`src/rtl/pattern_serializer_if.sv`:
```
// Handshake and serial-line bundle for pattern_serializer.
// The master drives start/data; the serializer (slave) returns ready and the serial outputs.
interface pattern_serializer_if #(
    parameter int unsigned WIDTH = 8
);
    logic             start;
    logic [WIDTH-1:0] data;
    logic             ready;
    logic             y;
    logic             busy;
    logic             done;

    modport master (
        output start,
        output data,
        input  ready,
        input  y,
        input  busy,
        input  done
    );

    modport slave (
        input  start,
        input  data,
        output ready,
        output y,
        output busy,
        output done
    );
endinterface

```
`src/rtl/pattern_serializer.sv`:
```
// MSB-first serial pattern transmitter with start/ready handshake.
// Back-to-back words are accepted during the last-bit cycle, so the line streams with no gap.
module pattern_serializer #(
    parameter int unsigned WIDTH    = 8,
    parameter logic        IDLE_BIT = 1'b1
) (
    input logic                clk,
    input logic                reset,
    pattern_serializer_if.slave bus
);
    localparam int unsigned CW   = (WIDTH > 1) ? $clog2(WIDTH) : 1;
    localparam logic [CW-1:0] LAST = CW'(WIDTH - 1);

    typedef enum logic {
        IDLE,
        SHIFT
    } state_t;

    state_t           state_q, state_d;
    logic [WIDTH-1:0] sr_q, sr_d;
    logic [CW-1:0]    cnt_q, cnt_d;
    logic             y_q, y_d;
    logic             busy_q, busy_d;
    logic             done_q, done_d;

    logic             last_c;
    logic             ready_c;
    logic             accept_c;

    // State and datapath registers; reset wins over any simultaneous start.
    always_ff @(posedge clk) begin
        if (reset) begin
            state_q <= IDLE;
            sr_q    <= '0;
            cnt_q   <= '0;
            y_q     <= IDLE_BIT;
            busy_q  <= 1'b0;
            done_q  <= 1'b0;
        end else begin
            state_q <= state_d;
            sr_q    <= sr_d;
            cnt_q   <= cnt_d;
            y_q     <= y_d;
            busy_q  <= busy_d;
            done_q  <= done_d;
        end
    end

    // Next-state and next-output logic.
    always_comb begin
        state_d  = state_q;
        sr_d     = sr_q;
        cnt_d    = cnt_q;
        y_d      = y_q;
        busy_d   = busy_q;
        done_d   = done_q;

        last_c   = (state_q == SHIFT) && (cnt_q == LAST);
        ready_c  = (state_q == IDLE) || last_c;
        accept_c = bus.start && ready_c;

        if (accept_c) begin
            state_d = SHIFT;
            sr_d    = bus.data;
            cnt_d   = '0;
            y_d     = bus.data[WIDTH-1];
            busy_d  = 1'b1;
            done_d  = 1'b0;
        end else if (state_q == SHIFT) begin
            if (last_c) begin
                state_d = IDLE;
                y_d     = IDLE_BIT;
                busy_d  = 1'b0;
                done_d  = 1'b0;
            end else begin
                cnt_d  = cnt_q + CW'(1);
                // Rotate rather than zero-fill: wrapped bits never reach the line.
                sr_d   = {sr_q[WIDTH-2:0], sr_q[WIDTH-1]};
                y_d    = sr_q[WIDTH-2];
                done_d = (cnt_d == LAST);
            end
        end
    end

    assign bus.ready = ready_c;
    assign bus.y     = y_q;
    assign bus.busy  = busy_q;
    assign bus.done  = done_q;

endmodule

```
`src/flat_wrapper.sv`:
```
// flat-port wrapper written by rule: the top's interface ports become plain ports
module pattern_serializer_flat 
#(
    parameter int unsigned WIDTH    = 8,
    parameter logic        IDLE_BIT = 1'b1
)
  (clk, reset, bus_start, bus_data, bus_ready, bus_y, bus_busy, bus_done);
  pattern_serializer_if #(.WIDTH(WIDTH)) bus_i ();
  input logic clk;
  input logic reset;
  input wire logic [$bits(bus_i.start)-1:0] bus_start;
  input wire logic [$bits(bus_i.data)-1:0] bus_data;
  output wire logic [$bits(bus_i.ready)-1:0] bus_ready;
  output wire logic [$bits(bus_i.y)-1:0] bus_y;
  output wire logic [$bits(bus_i.busy)-1:0] bus_busy;
  output wire logic [$bits(bus_i.done)-1:0] bus_done;
  assign bus_i.start = bus_start;
  assign bus_i.data = bus_data;
  assign bus_ready = bus_i.ready;
  assign bus_y = bus_i.y;
  assign bus_busy = bus_i.busy;
  assign bus_done = bus_i.done;
  pattern_serializer #(.WIDTH(WIDTH), .IDLE_BIT(IDLE_BIT)) u_core (.clk(clk), .reset(reset), .bus(bus_i));
endmodule
```
`config.mk`:
```
export PLATFORM = sky130hd
export DESIGN_NAME = pattern_serializer_flat
export DESIGN_NICKNAME = d
export VERILOG_FILES = /design/src/rtl/pattern_serializer_if.sv /design/src/rtl/pattern_serializer.sv /design/src/flat_wrapper.sv
export SDC_FILE = /design/constraint.sdc
export NUM_CORES = 1
export LEC_CHECK = 0
export ABC_AREA = 1
export CAP_MARGIN = 20
export CORE_MARGIN = 4
export CORE_UTILIZATION = 44
export DETAILED_ROUTE_END_ITERATION = 6
export DONT_BUFFER_PORTS = 1
export SLEW_MARGIN = 20
export SYNTH_ARGS = -nofsm -noshare
export SYNTH_HDL_FRONTEND = slang
export SYNTH_SLANG_ARGS = --single-unit
```
`constraint.sdc`:
```
create_clock -name clk -period 3 [get_ports clk]
set_input_delay 0.15 -clock clk [delete_from_list [all_inputs] [get_ports clk]]
set_output_delay 0.15 -clock clk [all_outputs]
set_load 0.01 [all_outputs]
```
### Word level (Yosys, flattened, before mapping)

Index checks and enable logic that the tools add are counted.
W data, S select, Z words.

* flip-flop bits (word level): 15
* input bits: 11
* output and inout port bits: 4
* logic and storage cells: 34

* $add $sub $neg: 1
* eq/ne operators: 3
* multiplexer cells: 13
* bitwise logic cells: 2
* reductions and logical operators: 9

Operators with widths (count)
* $mux W8: 3
* $mux W1: 10
* $eq A3 B3 Y1 const B: 2
* $reduce_and A2 Y1: 3
* $reduce_bool A2 Y1: 2
* $add A3 B1 Y3 const B: 1
* $logic_and A1 B1 Y1: 2
* $ne A2 B2 Y1 const B: 1
* $not A1 Y1: 2
* $reduce_or A2 Y1: 1
* $logic_or A1 B1 Y1: 1

### Longest topological paths before layout

* depth after elaboration: 6
* mapped depth: 9
* gate-level depth less buffers: 9

### Worst setup path before layout

Ideal clock, no wire load.

* path type: register -> register
* start: register u_core.cnt_q[0]
* end: register u_core.sr_q[1]
* setup time: 110 ps
* arrival time: 1209 ps
* data required time: 2890 ps
* setup slack: 1680 ps
* cell stages (with the launch flop): 10
* buffers on the path: 1
* period minus slack after synthesis: 1320 ps
* cells stage by stage: dfxtp_1 ha_1 ha_1 inv_1 nand2_2 buf_4 nand3_1 nand3_1 nand2_1 inv_1

* cells in the longest elaborated chain, start to end: 6
* elaborated cells on any way between the ends: 8
* those cells by class: eq/ne (2); mux (1); reduce/logical (5)

RTL lines
* start: declaration: RTL line pattern_serializer.sv:21 `logic [CW-1:0] cnt_q, cnt_d;`
* start signal: assignment: RTL line pattern_serializer.sv:42 `cnt_q <= cnt_d;`
* $eq A3 B3 Y1 (*): RTL line pattern_serializer.sv:58 `last_c = (state_q == SHIFT) && (cnt_q == LAST);`
* $logic_and A1 B1 Y1 (*): RTL line pattern_serializer.sv:58
* $logic_or A1 B1 Y1 (*): RTL line pattern_serializer.sv:59 `ready_c = (state_q == IDLE) || last_c;`
* via bus_ready: RTL line flat_wrapper.sv:13 `output wire logic [$bits(bus_i.ready)-1:0] bus_ready;`
* $logic_and A1 B1 Y1 (*): RTL line pattern_serializer.sv:60 `accept_c = bus.start && ready_c;`
* $ne A2 B2 Y1 (no line) / $reduce_bool A2 Y1 (equally long branches)
* $reduce_and A2 Y1 (no line)
* end signal: assignment: RTL line pattern_serializer.sv:41 `sr_q <= sr_d;`
* end: declaration: RTL line pattern_serializer.sv:20 `logic [WIDTH-1:0] sr_q, sr_d;`

Mark *: on every way through the listed nets, which the timed path passes. The rest lies on a longest branch.
A chain may end at the register's enable or synchronous reset.

### Final worst setup path

* start: register u_core.cnt_q[0]
* end: register u_core.done_q (netlist: u_core.bus.done)

* cells in the longest elaborated chain, start to end: 5
* elaborated cells on any way between the ends: 8
* those cells by class: add/sub (1); eq/ne (2); mux (1); reduce/logical (4)

RTL lines
* $eq A3 B3 Y1: RTL line pattern_serializer.sv:58
* $logic_and A1 B1 Y1: RTL line pattern_serializer.sv:58
* $logic_or A1 B1 Y1: RTL line pattern_serializer.sv:59
* via bus_ready: RTL line flat_wrapper.sv:13
* $logic_and A1 B1 Y1: RTL line pattern_serializer.sv:60
* $reduce_or A2 Y1 (no line)
* end signal: assignment: RTL line pattern_serializer.sv:45 `done_q <= done_d;`
* end: declaration: RTL line pattern_serializer.sv:24 `logic done_q, done_d;`

The timed path passes the listed nets, and every way through them passes these cells.

==> results by group <==
Run status
  – Status: completed

Route
  – Avg WL per Cell: 11.6 microns
  – Routed Antenna Nets: 0
  – DR vias: 619
  – DRC errors left: 0
  – Initial DRC Count: 4
  – Detailed Routing Iterations Pass 1: 4
  – Vias/cell: 5.12
  – Post-Route WL: 1400 microns

Clocking
  – H-tree Lvls: 1
  – Post-CTS Setup Inserts: 0
  – Inserted Clock Buffers: 3
  – Worst-path clk slew: 0.10 ns
  – CTS tree: built
  – Post-cts hold buffer count: 1
  – CTS sink cnt: 15
  – CTS root buf: clkbuf_4
  – Bufs on Longest Clock Path: 2
  – Post-cts resize count: 0
  – Worst-skew pair later-pin latency: 0.28 ns

Place
  – Dpl hpwl: 999 microns
  – RD Place Congestion: 0.653
  – I/O Buffers: 0

Final layout
  – Layout cell share with drive strength beyond 1: 0.0667
  – Area grow syn2layout: 3.09%
  – Final Core Density: 0.487
  – Fillers: 167
  – Diodes inserted: 0
  – Final net count: 120

Logic synthesis
  – Main flop type after synthesis: dfxtp_1
  – Synthesized area per cell: 7.00 sq um
  – Post-synth ARST share: 0
  – Synth Warn #: 0
  – Gate Count Post-Synth: 104
  – Syn Nets: 118
  – Post-synth top area cell: dfxtp_1
  – EDFF count, synth: 0
  – Count leader, synth: nand2_1
  – Sequential element share of the synthesized area: 0.412
  – Mapped Area: 728 sq um
  – Synth top area share: 0.412
  – Largest cells by area after synthesis: dfxtp_1 41%, nand3_1 17%, nand2_1 16%, inv_1 6.2%, ha_1 5.2%
  – Register bit total from synthesis: 15
  – Distinct cells, synth: 15
  – Most frequent cells after synthesis: 31 x nand2_1, 25 x nand3_1, 15 x dfxtp_1

Floorplanning
  – Core area: 0.00154 sq mm
  – Top Ports: 15
  – Starting Density: 0.472
  – Die area: 0.00237 sq mm
  – Row count: 14
  – Die height: 48.7 microns
  – Die outline width: 48.7 microns

Setup path
  – Slowest CP cell: dfxtp_1
  – Arrival time worst endpoint: 1.81 ns
  – Worst Reg-to-Reg Cells: 7
  – Top delay family on crit path: simple AND/OR/NAND/NOR gates
  – Max incr delay on CP: 0.38 ns
  – Worst path bufs/invs: 1
  – Reg2reg setup slack: 1.36 ns
  – CP Launch Type: flip-flop
  – Peak fanout along the critical path: 23
  – Worst setup EP type: flip-flop
  – Worst R2R Start: u_core.cnt_q[0]
  – Setup Crit Path Kind: flip-flop to flip-flop
  – Critical path cell sequence: ha_1 > ha_1 > inv_1 > nand2_2 > nand2_1 > nand2_1 > a21oi_1
  – Reg2reg end: u_core.bus.done
  – Worst EP required: 3.17 ns

STA
  – Skew final: 0.00975 ns
  – Max-slew headroom: 0.710
  – Fin. Hold Viols: 0
  – Final worst-path cycle share: 0.546
  – Max-slew violations: 0
  – Endpoints failing setup: 0
  – FMAX: 0.610 GHz
  – Hold_ws: 0.0595 ns
  – Worst slew pin tran: 0.433 ns
  – RSZ-0062 raised after global routing: false
  – Min cycle time layout: 1.64 ns
  – Post-route setup TNS: 0 ns

Min path
  – Hold_sp: bus_start
  – Hold Path Stages: 4
  – HP Class: primary input to flip-flop
  – Hold EP: u_core.bus.y

Job
  – Max-Cap Viols: 0

Global route
  – Largest net degree at the start of global routing: 24
  – Wire length of the first global-routing pass: 2380 microns
  – Grt ovf: 0
  – Total track usage: 0.128
  – Vias in the first global route: 546
  – Antenna violations before repair: 0

Pwr
  – Total power per unit cell area: 502 mW/mm^2
  – Static leakage: 0.000381 uW
  – Max VDD drop: 0.205 mV
==> sequential cells by signal, indices dropped and copies added, names as in the netlist <==
name and count:
u_core.bus.busy 1, u_core.bus.y 1, u_core.cnt_q 3, u_core.bus.done 1
u_core.sr_q 8, u_core.state_q 1
==> layer usage <==
metal  vias up  routed length, microns  GRT usage
met4         0                      14     0.0673
met5         -                       0          0
met1       272                     687      0.161
met2        12                     642      0.196
met3         2                      57     0.0368
li1        333                       -          -
==> stage by stage <==
| step | total power [uW] | setup slack (ns) | std cells | instance area (sq um) |
|---|---|---|---|---|
| finish | 377 | 1.36 | 121 | 751 |
| CTS | 379 | 1.34 | 121 | 751 |
| detailed placement | 264 | 1.37 | 116 | 713 |
| global route | 399 | 1.16 | 121 | 751 |
| global placement | 263 | 1.46 | 116 | 713 |
| floorplan | 262 | 1.68 | 104 | 728 |
==> logic make-up (layout without fill, tap and decap cells) <==
logic type,Yosys count,count (layout),share of synthesized area
simple gates,60,60,0.363
flops,15,15,0.412
fa+ha+maj,3,3,0.0516
compound gates,7,7,0.0481
buf+inv,19,20,0.125
==> worst reg2reg max path, cell delays in order (launching register included) <==
cell     delay [ns]
dfxtp_1        0.38
ha_1           0.17
ha_1           0.20
inv_1          0.06
nand2_2        0.33
nand2_1        0.16
nand2_1        0.16
a21oi_1        0.06
==> power breakdown <==
group          internal (uW)  total [uW]  switching (uW)
logic                   14.7        41.9            27.2
clock network           49.4         116            67.0
registers                210         218            8.12
==> placed cells by master (no fill, tap or decap), types with 2 or more instances in the layout <==
| cell type | netlist | routed |
|---|---|---|
| nand2_1 | 31 | 31 |
| nand3_1 | 25 | 25 |
| dfxtp_1 | 15 | 15 |
| inv_1 | 12 | 12 |
| a21oi_1 | 7 | 7 |
| ha_1 | 3 | 3 |
| clkbuf_4 | 0 | 3 |
| clkinv_1 | 2 | 2 |
==> worst max path at each step <==
stage	start	end	depth (start not counted)
global route	u_core.cnt_q[0]	u_core.bus.done	7
global placement	u_core.cnt_q[1]	u_core.bus.y	9
floorplan	u_core.cnt_q[0]	u_core.sr_q[1]	9
detailed placement	u_core.cnt_q[0]	u_core.bus.done	7
CTS	u_core.cnt_q[0]	u_core.bus.done	7
finish	u_core.cnt_q[0]	u_core.bus.done	7
==> area by class of cell <==
type | instances | area, sq um | area share
clock buffers | 3 | 22.5 | 0.0300
multi-input cells | 70 | 337 | 0.448
repair buffers | 1 | 10.0 | 0.0133
flip-flops and latches | 15 | 300 | 0.400
well taps | 16 | 20.0 | 0.0267
clock inverters | 1 | 5.00 | 0.00667
inverters | 15 | 56.3 | 0.0750
(Power assumes the default switching activity.)
